$ cat src/rtl/snake_pkg.sv
// Shared snake-game definitions: geometry, position type, placement FSM states
// and the LFSR step function used by every randomizer in the game.
package snake_pkg;

    localparam int NUM_LEN = 10;
    localparam int MAX_LEN = 16;
    localparam int IW      = $clog2(MAX_LEN);
    localparam int LW      = IW + 1;

    typedef logic [NUM_LEN-1:0] pos_t;

    localparam logic [15:0] LFSR_MASK = 16'hB400;

    typedef enum logic [1:0] {
        IDLE   = 2'd0,
        DRAW   = 2'd1,
        SCAN   = 2'd2,
        COMMIT = 2'd3
    } state_t;

    // Right-shifting Galois step; a nonzero state never reaches zero.
    function automatic logic [15:0] lfsr_next(input logic [15:0] s);
        return {1'b0, s[15:1]} ^ (s[0] ? LFSR_MASK : 16'h0000);
    endfunction

endpackage

$ cat src/rtl/food_lfsr.sv
// Free-running 16-bit Galois LFSR, reloaded with the seed on reset.
// A zero seed would lock the register at zero, so it is replaced by 1.
module food_lfsr
    import snake_pkg::*;
#(
    parameter logic [15:0] seed = 16'hACE1
) (
    input  logic        clk,
    input  logic        rst,
    output logic [15:0] o_state
);

    localparam logic [15:0] SEED_NZ = (seed == 16'h0000) ? 16'h0001 : seed;

    logic [15:0] r_state;

    // NOTE: sequential state uses non-blocking assignments so every register
    // samples the pre-edge values, independent of statement order.
    always_ff @(posedge clk) begin
        if (rst) begin
            r_state <= SEED_NZ;
        end else begin
            r_state <= lfsr_next(r_state);
        end
    end

    assign o_state = r_state;

endmodule

$ cat src/rtl/food_gen.sv
// Food placer: draws a random cell, scans both snake bodies through the read
// port and linearly probes past occupied cells before publishing the food.
module food_gen
    import snake_pkg::*;
#(
    parameter int          max_len = MAX_LEN,
    parameter int          num_len = NUM_LEN,
    parameter logic [15:0] seed    = 16'hACE1
) (
    input  logic                       clk,
    input  logic                       rst,
    input  logic                       eaten,
    input  logic [$clog2(max_len):0]   snake_len0,
    input  logic [$clog2(max_len):0]   snake_len1,
    output logic                       body_sel,
    output logic [$clog2(max_len)-1:0] body_idx,
    input  logic [num_len-1:0]         body_pos,
    output logic [num_len-1:0]         food,
    output logic                       food_valid,
    output logic                       busy
);

    localparam int IDX_W = $clog2(max_len);
    localparam int LEN_W = IDX_W + 1;

    logic [15:0] w_lfsr;
    logic        w_lfsr_unused;

    food_lfsr #(
        .seed(seed)
    ) u_lfsr (
        .clk    (clk),
        .rst    (rst),
        .o_state(w_lfsr)
    );

    assign w_lfsr_unused = ^w_lfsr[15:num_len];

    state_t              r_state;
    logic [num_len-1:0]  r_cand;
    logic [LEN_W-1:0]    r_len0;
    logic [LEN_W-1:0]    r_len1;
    logic                r_sel;
    logic [IDX_W-1:0]    r_idx;
    logic [num_len-1:0]  r_food;
    logic                r_food_valid;

    state_t              w_state_nxt;
    logic [num_len-1:0]  w_cand_nxt;
    logic [LEN_W-1:0]    w_len0_nxt;
    logic [LEN_W-1:0]    w_len1_nxt;
    logic                w_sel_nxt;
    logic [IDX_W-1:0]    w_idx_nxt;
    logic [num_len-1:0]  w_food_nxt;
    logic                w_food_valid_nxt;

    logic [LEN_W-1:0]    w_len_sel;
    logic                w_last_seg;
    logic                w_first_sel;
    logic                w_hit;

    always_ff @(posedge clk) begin
        if (rst) begin
            r_state      <= DRAW;
            r_cand       <= '0;
            r_len0       <= '0;
            r_len1       <= '0;
            r_sel        <= 1'b0;
            r_idx        <= '0;
            r_food       <= '0;
            r_food_valid <= 1'b0;
        end else begin
            r_state      <= w_state_nxt;
            r_cand       <= w_cand_nxt;
            r_len0       <= w_len0_nxt;
            r_len1       <= w_len1_nxt;
            r_sel        <= w_sel_nxt;
            r_idx        <= w_idx_nxt;
            r_food       <= w_food_nxt;
            r_food_valid <= w_food_valid_nxt;
        end
    end

    // Scan bookkeeping always works from the lengths frozen in DRAW.
    assign w_len_sel   = r_sel ? r_len1 : r_len0;
    assign w_last_seg  = ({1'b0, r_idx} == (w_len_sel - LEN_W'(1)));
    assign w_first_sel = (r_len0 == '0);
    assign w_hit       = (body_pos == r_cand);

    // NOTE: every variable gets a hold default first, so no path through the
    // case can leave one unassigned and infer a latch.
    always_comb begin
        w_state_nxt      = r_state;
        w_cand_nxt       = r_cand;
        w_len0_nxt       = r_len0;
        w_len1_nxt       = r_len1;
        w_sel_nxt        = r_sel;
        w_idx_nxt        = r_idx;
        w_food_nxt       = r_food;
        w_food_valid_nxt = r_food_valid;

        case (r_state)
            IDLE: begin
                if (eaten) begin
                    w_food_valid_nxt = 1'b0;
                    w_state_nxt      = DRAW;
                end
            end
            DRAW: begin
                w_cand_nxt = w_lfsr[num_len-1:0];
                w_len0_nxt = snake_len0;
                w_len1_nxt = snake_len1;
                w_sel_nxt  = (snake_len0 == '0);
                w_idx_nxt  = '0;
                if ((snake_len0 == '0) && (snake_len1 == '0)) begin
                    w_state_nxt = COMMIT;
                end else begin
                    w_state_nxt = SCAN;
                end
            end
            SCAN: begin
                if (w_hit) begin
                    // Probe the next cell and rescan every body from the start.
                    w_cand_nxt = r_cand + num_len'(1);
                    w_sel_nxt  = w_first_sel;
                    w_idx_nxt  = '0;
                end else if (!w_last_seg) begin
                    w_idx_nxt = r_idx + IDX_W'(1);
                end else if (!r_sel && (r_len1 != '0)) begin
                    w_sel_nxt = 1'b1;
                    w_idx_nxt = '0;
                end else begin
                    w_state_nxt = COMMIT;
                end
            end
            COMMIT: begin
                w_food_nxt       = r_cand;
                w_food_valid_nxt = 1'b1;
                w_state_nxt      = IDLE;
            end
            default: begin
                w_state_nxt = DRAW;
            end
        endcase
    end

    always_comb begin
        busy       = (r_state != IDLE);
        body_sel   = r_sel;
        body_idx   = r_idx;
        food       = r_food;
        food_valid = r_food_valid;
    end

endmodule

$ cat config.mk
export PLATFORM = sky130hd
export DESIGN_NAME = food_gen
export DESIGN_NICKNAME = d
export VERILOG_FILES = /design/src/rtl/snake_pkg.sv /design/src/rtl/food_lfsr.sv /design/src/rtl/food_gen.sv
export SDC_FILE = /design/constraint.sdc
export NUM_CORES = 1
export LEC_CHECK = 0
export CORE_UTILIZATION = 55
export CTS_BUF_LIST = sky130_fd_sc_hd__clkbuf_8
export DETAILED_ROUTE_END_ITERATION = 8
export PLACE_DENSITY = 0.81
export SLEW_MARGIN = 40
export SYNTH_ARGS = -nofsm -noshare
export SYNTH_HDL_FRONTEND = slang
export SYNTH_SLANG_ARGS = --single-unit
$ cat constraint.sdc
create_clock -name clk -period 3.14 [get_ports clk]
set_clock_uncertainty 0.2 [all_clocks]
set_input_delay 0.314 -clock clk [delete_from_list [all_inputs] [get_ports clk]]
set_output_delay 0.314 -clock clk [all_outputs]
set_load 0.005 [all_outputs]
; Word-level counts from Yosys, hierarchy flattened
; Index checks and enable logic that the tools add are counted.
[totals]
regBits = 54
in_bits = 23
output_inout_bits = 17
word_cells = 62
[op_classes]
n_addsub = 3
n_eq_ne = 13
mux = 20
bitwise = 1
reduce_logical = 16
[ops]
columns = operator, n
row1 = $pmux W10 S2, 1
row2 = $mux W16, 1
row3 = $xor A15 B16 Y16, 1
row4 = $logic_not A5 Y1, 3
row5 = $mux W4, 3
row6 = $add A10 B1 Y10 const B, 1
row7 = $eq A10 B10 Y1, 1
row8 = $mux W10, 1
row9 = $ne A2 B2 Y1 const B, 5
row10 = $mux W2, 4
row11 = $pmux W2 S4, 1
row12 = $pmux W4 S2, 1
row13 = $ne A3 B3 Y1 const B, 2
row14 = $reduce_and A2 Y1, 3
row15 = $reduce_bool A2 Y1, 3
row16 = $eq A4 B5 Y1, 1
row17 = $mux W1, 5
row18 = $mux W5, 1
row19 = $reduce_bool A5 Y1, 1
row20 = $sub A5 B1 Y5 const B, 1
row21 = $add A4 B1 Y4 const B, 1
row22 = $eq A2 B2 Y1 const B, 2
row23 = $ne A4 B4 Y1 const B, 1
row24 = $pmux W1 S2, 2
row25 = other kinds (6), 7

; Longest topological paths before layout
[logic_depth]
word_depth = 6
mapped_depth = 9
mapped_depth_nobuf = 8

; By module
; Synthesis repeated with hierarchy kept, for this count alone.
[hier_totals]
cells_unflattened = 286
hier_area_um2 = 2622.5
[by_module_without_submodules]
columns = module, instances, cells_per_inst, area_per_inst_um2, seq_area_each_um2
row1 = food_gen, 1, 250, 2159.6, 760.7
row2 = food_lfsr, 1, 36, 462.9, 320.3

; Least setup slack after synthesis
; Ideal clock, no wire load.
[synth_timing]
path_type = reg-to-reg
startpoint = register r_sel, in the netlist body_sel
endpoint = register r_state[0]
setup_ns = 0.116
arrival_time_ns = 2.358
t_required_ns = 2.824
slack_ns = 0.466
path_stages_with_launch = 9
n_path_buf = 0
synth_period_minus_slack_ns = 2.674
cell_sequence = dfxtp_1 mux2i_1 ha_1 nor4b_2 nor3_1 and4b_1 o21ai_2 or4_1 a31o_1
[synth_between]
elab_chain_cells = 5
elab_cells_between_ends = 8
classes_between = 1 x add/sub / 3 x eq/ne / 1 x mux / 3 x reduce/logical
[synth_lines]
columns = element, line
row1 = start: declaration, food_gen.sv:43  ; logic r_sel;
row2 = start signal: assignment, food_gen.sv:77  ; r_sel <= w_sel_nxt;
row3 = $mux W5, food_gen.sv:85  ; assign w_len_sel = r_sel ? r_len1 : r_len0;
row4 = $sub A5 B1 Y5, food_gen.sv:86  ; assign w_last_seg = ({1'b0, r_idx} == (w_len_sel - LEN_W'(1)));
row5 = $eq A4 B5 Y1, food_gen.sv:86
row6 = $ne A2 B2 Y1 (no line), --
row7 = $reduce_and A4 Y1 (no line) *, --
row8 = end signal: assignment, food_gen.sv:73  ; r_state <= w_state_nxt;
row9 = end: declaration, food_gen.sv:39  ; state_t r_state;
; Every way passes the cells marked *; elsewhere a longest branch is shown, timed or not.
; A chain may end at the register's enable or synchronous reset.

; Worst setup path after layout
; Same ends and word-level chain as after synthesis.

==> results.toml <==
[synthesis]
yosys_warnings = 0
synthAdderAreaFrac_pct = 3.33
synth_flop_cell = "dfxtp_1"
yosys-top-cells-area = "dfxtp_1 (41%), mux2i_1 (11%), nor2_1 (5.6%)"
ys_async_sr_fraction_pct = 0
yosysUniqueCellTypes = 48
synthesis.area_um2 = 2630
yosys.area.top_type = "dfxtp_1"
synth_area_per_cell_um2 = 8.84
synth-simple-area-share_pct = 22.1
synth-seq-cells = 54
synth_top_family_by_area = "simple AND/OR/NAND/NOR gates"
synth_xor_area_share_pct = 5.67
muxShareOfSynthArea_pct = 10.7
synthCells = 297
ys_seq_area_share_pct = 41.2
synth_nets = 327
synth_edf_count = 0
synth_compound_area_share_pct = 13.5
yosys.area.top_type_share_pct = 41.2

[finish]
area_growth_pct = 20.8
fin_area_um2 = 3170
fin_nets = 366
fin_util_pct = 70.9
final_cells = 389
n_antenna_cell = 0
drive_gt1_share_pct = 8.61
num-fill-cells = 365

[setup_path]
crit_end = "r_state[0]$_SDFFE_PP1P_"
critPathBufInv = 0
reg2reg_slack_ns = 0.32
critical_path_arrival_ns = 2.84
critPathSlowestCell = "or4_1"
cp_num_cells = 8
r2r_end = "r_state[0]$_SDFFE_PP1P_"
crit_family = "simple AND/OR/NAND/NOR gates"
critPathCaptureType = "register"
worst-setup-path-type = "register to register"
ff2ff_path_depth = 8
crit_start = "body_sel$_SDFFE_PP0P_"
critical_path.cell_chain = "mux2i_1 > ha_1 > nor4b_2 > nor3_1 > and4b_1 > o21ai_2 > or4_1 > a31o_1"
worstPathRequired_ns = 3.16
critPathLaunchType = "register"
rr_startpoint = "body_sel$_SDFFE_PP0P_"
max_stage_delay_ns = 0.54
worst-path-max-fanout = 7

[placed_design]
dp.cells = 381
dpl.hpwl_mm = 4.19
gp_congestion = 0.925
io_buffers = 39
dpl_cell_area_um2 = 3070

[floorplanning]
rows = 24
start_util_pct = 58.7
coreArea_um2 = 4470
dieArea_um2 = 5060
die_h_um = 71.1
die_x_um = 71.1
io_pins = 40

[detailed_routing]
dr.max_layer_used = "met4"
drtAntennaViolNets = 0
wl_met1_mm = 2.83
drtPass1Iterations = 6
wl_met3_um = 355
drc = 3
avgViaCountPerCell = 5.89
met2_length_mm = 2.64
routedWlPerCell_um = 15.2
drtIter0Drc = 226
drt_wl_total_mm = 5.91
num_vias = 2291

[global_route]
grt_usage_pct = 24.6
grt-ovfl-total = 0
grt_pass1_wl_mm = 9.72
antenna_found_initial = 0
grt_start_max_net_pins = 34
grt_pass1_vias = 2068

[clock_tree]
cts-resized-gates = 0
clkTransAtPathRegs_ns = 0.10
cts.sinks = 54
cts_root_buffer = "clkbuf_8"
cts_buffers = 5
cts_buffer_depth = 2
post_cts_buffers = 0
insertion_delay_ns = 0.32
cts_tree = "yes"
htreeDepth = 2
hold_buffers = 0

[status]
outcome = "finished with violations"
violations = "design-rule violations"

[sta]
worst_pin_slew_ns = 0.727
hold_violations = 0
finalCriticalPeriod_ns = 2.82
setup_tns_ns = 0
max_freq_mhz = 355
slew_headroom_pct = 51.5
slew_violations = 0
grt_setup_unrepaired = "no"
setup_viol = 0
final.period_utilization_pct = 89.8

[power]
totalPowerFinal_mw = 2.29
power_leakage_nw = 1.25
ir_worst_vdd_v = 0.000465
p_per_area_nw_per_um2 = 720

[run]
maxCapViolations = 0

[min_path]
worst_hold_path_type = "register to register"
metrics by stage:
step,setup slack (ns),hold slack (ns)
after floorplan,0.466,0.189
after global placement,0.470,0.193
after detailed placement,0.331,0.194
after CTS,0.316,0.220
after global routing,0.0988,0.241
final,0.321,0.218
routing by layer:
layer  vias up  track usage [%]
li1       1116                -
met1      1080             33.9
met2        85             37.1
met3        10             6.27
met4         0             9.56
met5         -                0
power breakdown:
part	switching, mW	total, mW	internal (mW)
Sequential	0.141	0.942	0.801
Combinational	0.480	0.927	0.447
Clock	0.250	0.417	0.167
Total	0.870	2.29	1.42
cell usage after synthesis, types with 6 or more instances:
cell,number
nand2_1,24
inv_1,8
o21ai_0,14
clkbuf_1,11
nand3_1,8
mux2i_1,28
nor2b_1,8
nor3_1,6
or2_2,6
dfxtp_1,54
a21oi_1,13
xor2_1,12
ha_1,7
nor2_1,39
worst min-delay path by stage:
stage / from / endpoint / slack, ns / cells past startpoint
floorplan: u_lfsr.o_state[12]$_SDFF_PP0_ / u_lfsr.o_state[11]$_SDFF_PP1_ / 0.19 / 1
global placement: u_lfsr.o_state[12]$_SDFF_PP0_ / u_lfsr.o_state[11]$_SDFF_PP1_ / 0.19 / 1
detailed placement: u_lfsr.o_state[12]$_SDFF_PP0_ / u_lfsr.o_state[11]$_SDFF_PP1_ / 0.19 / 1
CTS: u_lfsr.o_state[12]$_SDFF_PP0_ / u_lfsr.o_state[11]$_SDFF_PP1_ / 0.22 / 1
global route: u_lfsr.o_state[12]$_SDFF_PP0_ / u_lfsr.o_state[11]$_SDFF_PP1_ / 0.24 / 1
finish: u_lfsr.o_state[12]$_SDFF_PP0_ / u_lfsr.o_state[11]$_SDFF_PP1_ / 0.22 / 1
cell usage in the layout, fill, tap and decap left out, types with 3 or more instances in the layout:
| cell | n |
|---|---|
| buf_4 | 7 |
| clkdlybuf4s50_1 | 39 |
| or2_2 | 6 |
| nor3_1 | 6 |
| nand3_1 | 8 |
| a31oi_1 | 3 |
| clkbuf_8 | 5 |
| xnor2_1 | 5 |
| nor2b_1 | 8 |
| a21oi_1 | 13 |
| dfxtp_1 | 54 |
| nand2_1 | 24 |
| ha_1 | 7 |
| nor4_1 | 5 |
| mux2i_1 | 28 |
| o21ai_0 | 14 |
| nor2_1 | 39 |
| inv_1 | 8 |
| o211ai_1 | 5 |
| o2bb2ai_1 | 3 |
| xor2_1 | 12 |
state kept, by name, indices dropped and copies added, names as in the netlist:
signal / count
food_valid: 1
body_sel: 1
r_len1: 5
r_cand: 10
food: 10
u_lfsr.o_state: 16
r_len0: 5
body_idx: 4
r_state: 2
area by class of cell:
class                      count  area [um^2]  share of cell area (%)
clock buffer                   5         68.8                    2.17
clock inverter                 3         28.8                   0.907
inverter                       9         33.8                    1.07
multi-input combinational    220         1450                    45.8
sequential                    54         1080                    34.1
tap                           52         65.1                    2.05
timing repair buffer          46          443                    14.0
logic make-up (layout without fill, tap and decap cells):
kind of cell             after synthesis  after routing
AO/OA/AOI/OAI                         54             54
XOR/XNOR                              17             17
adder cells (fa/ha/maj)                7              7
buffers and inverters                 23             63
flip-flops                            54             54
multiplexers                          28             28
AND/OR/NAND/NOR                      114            114
No activity file was read; power rests on OpenSTA's default activity.
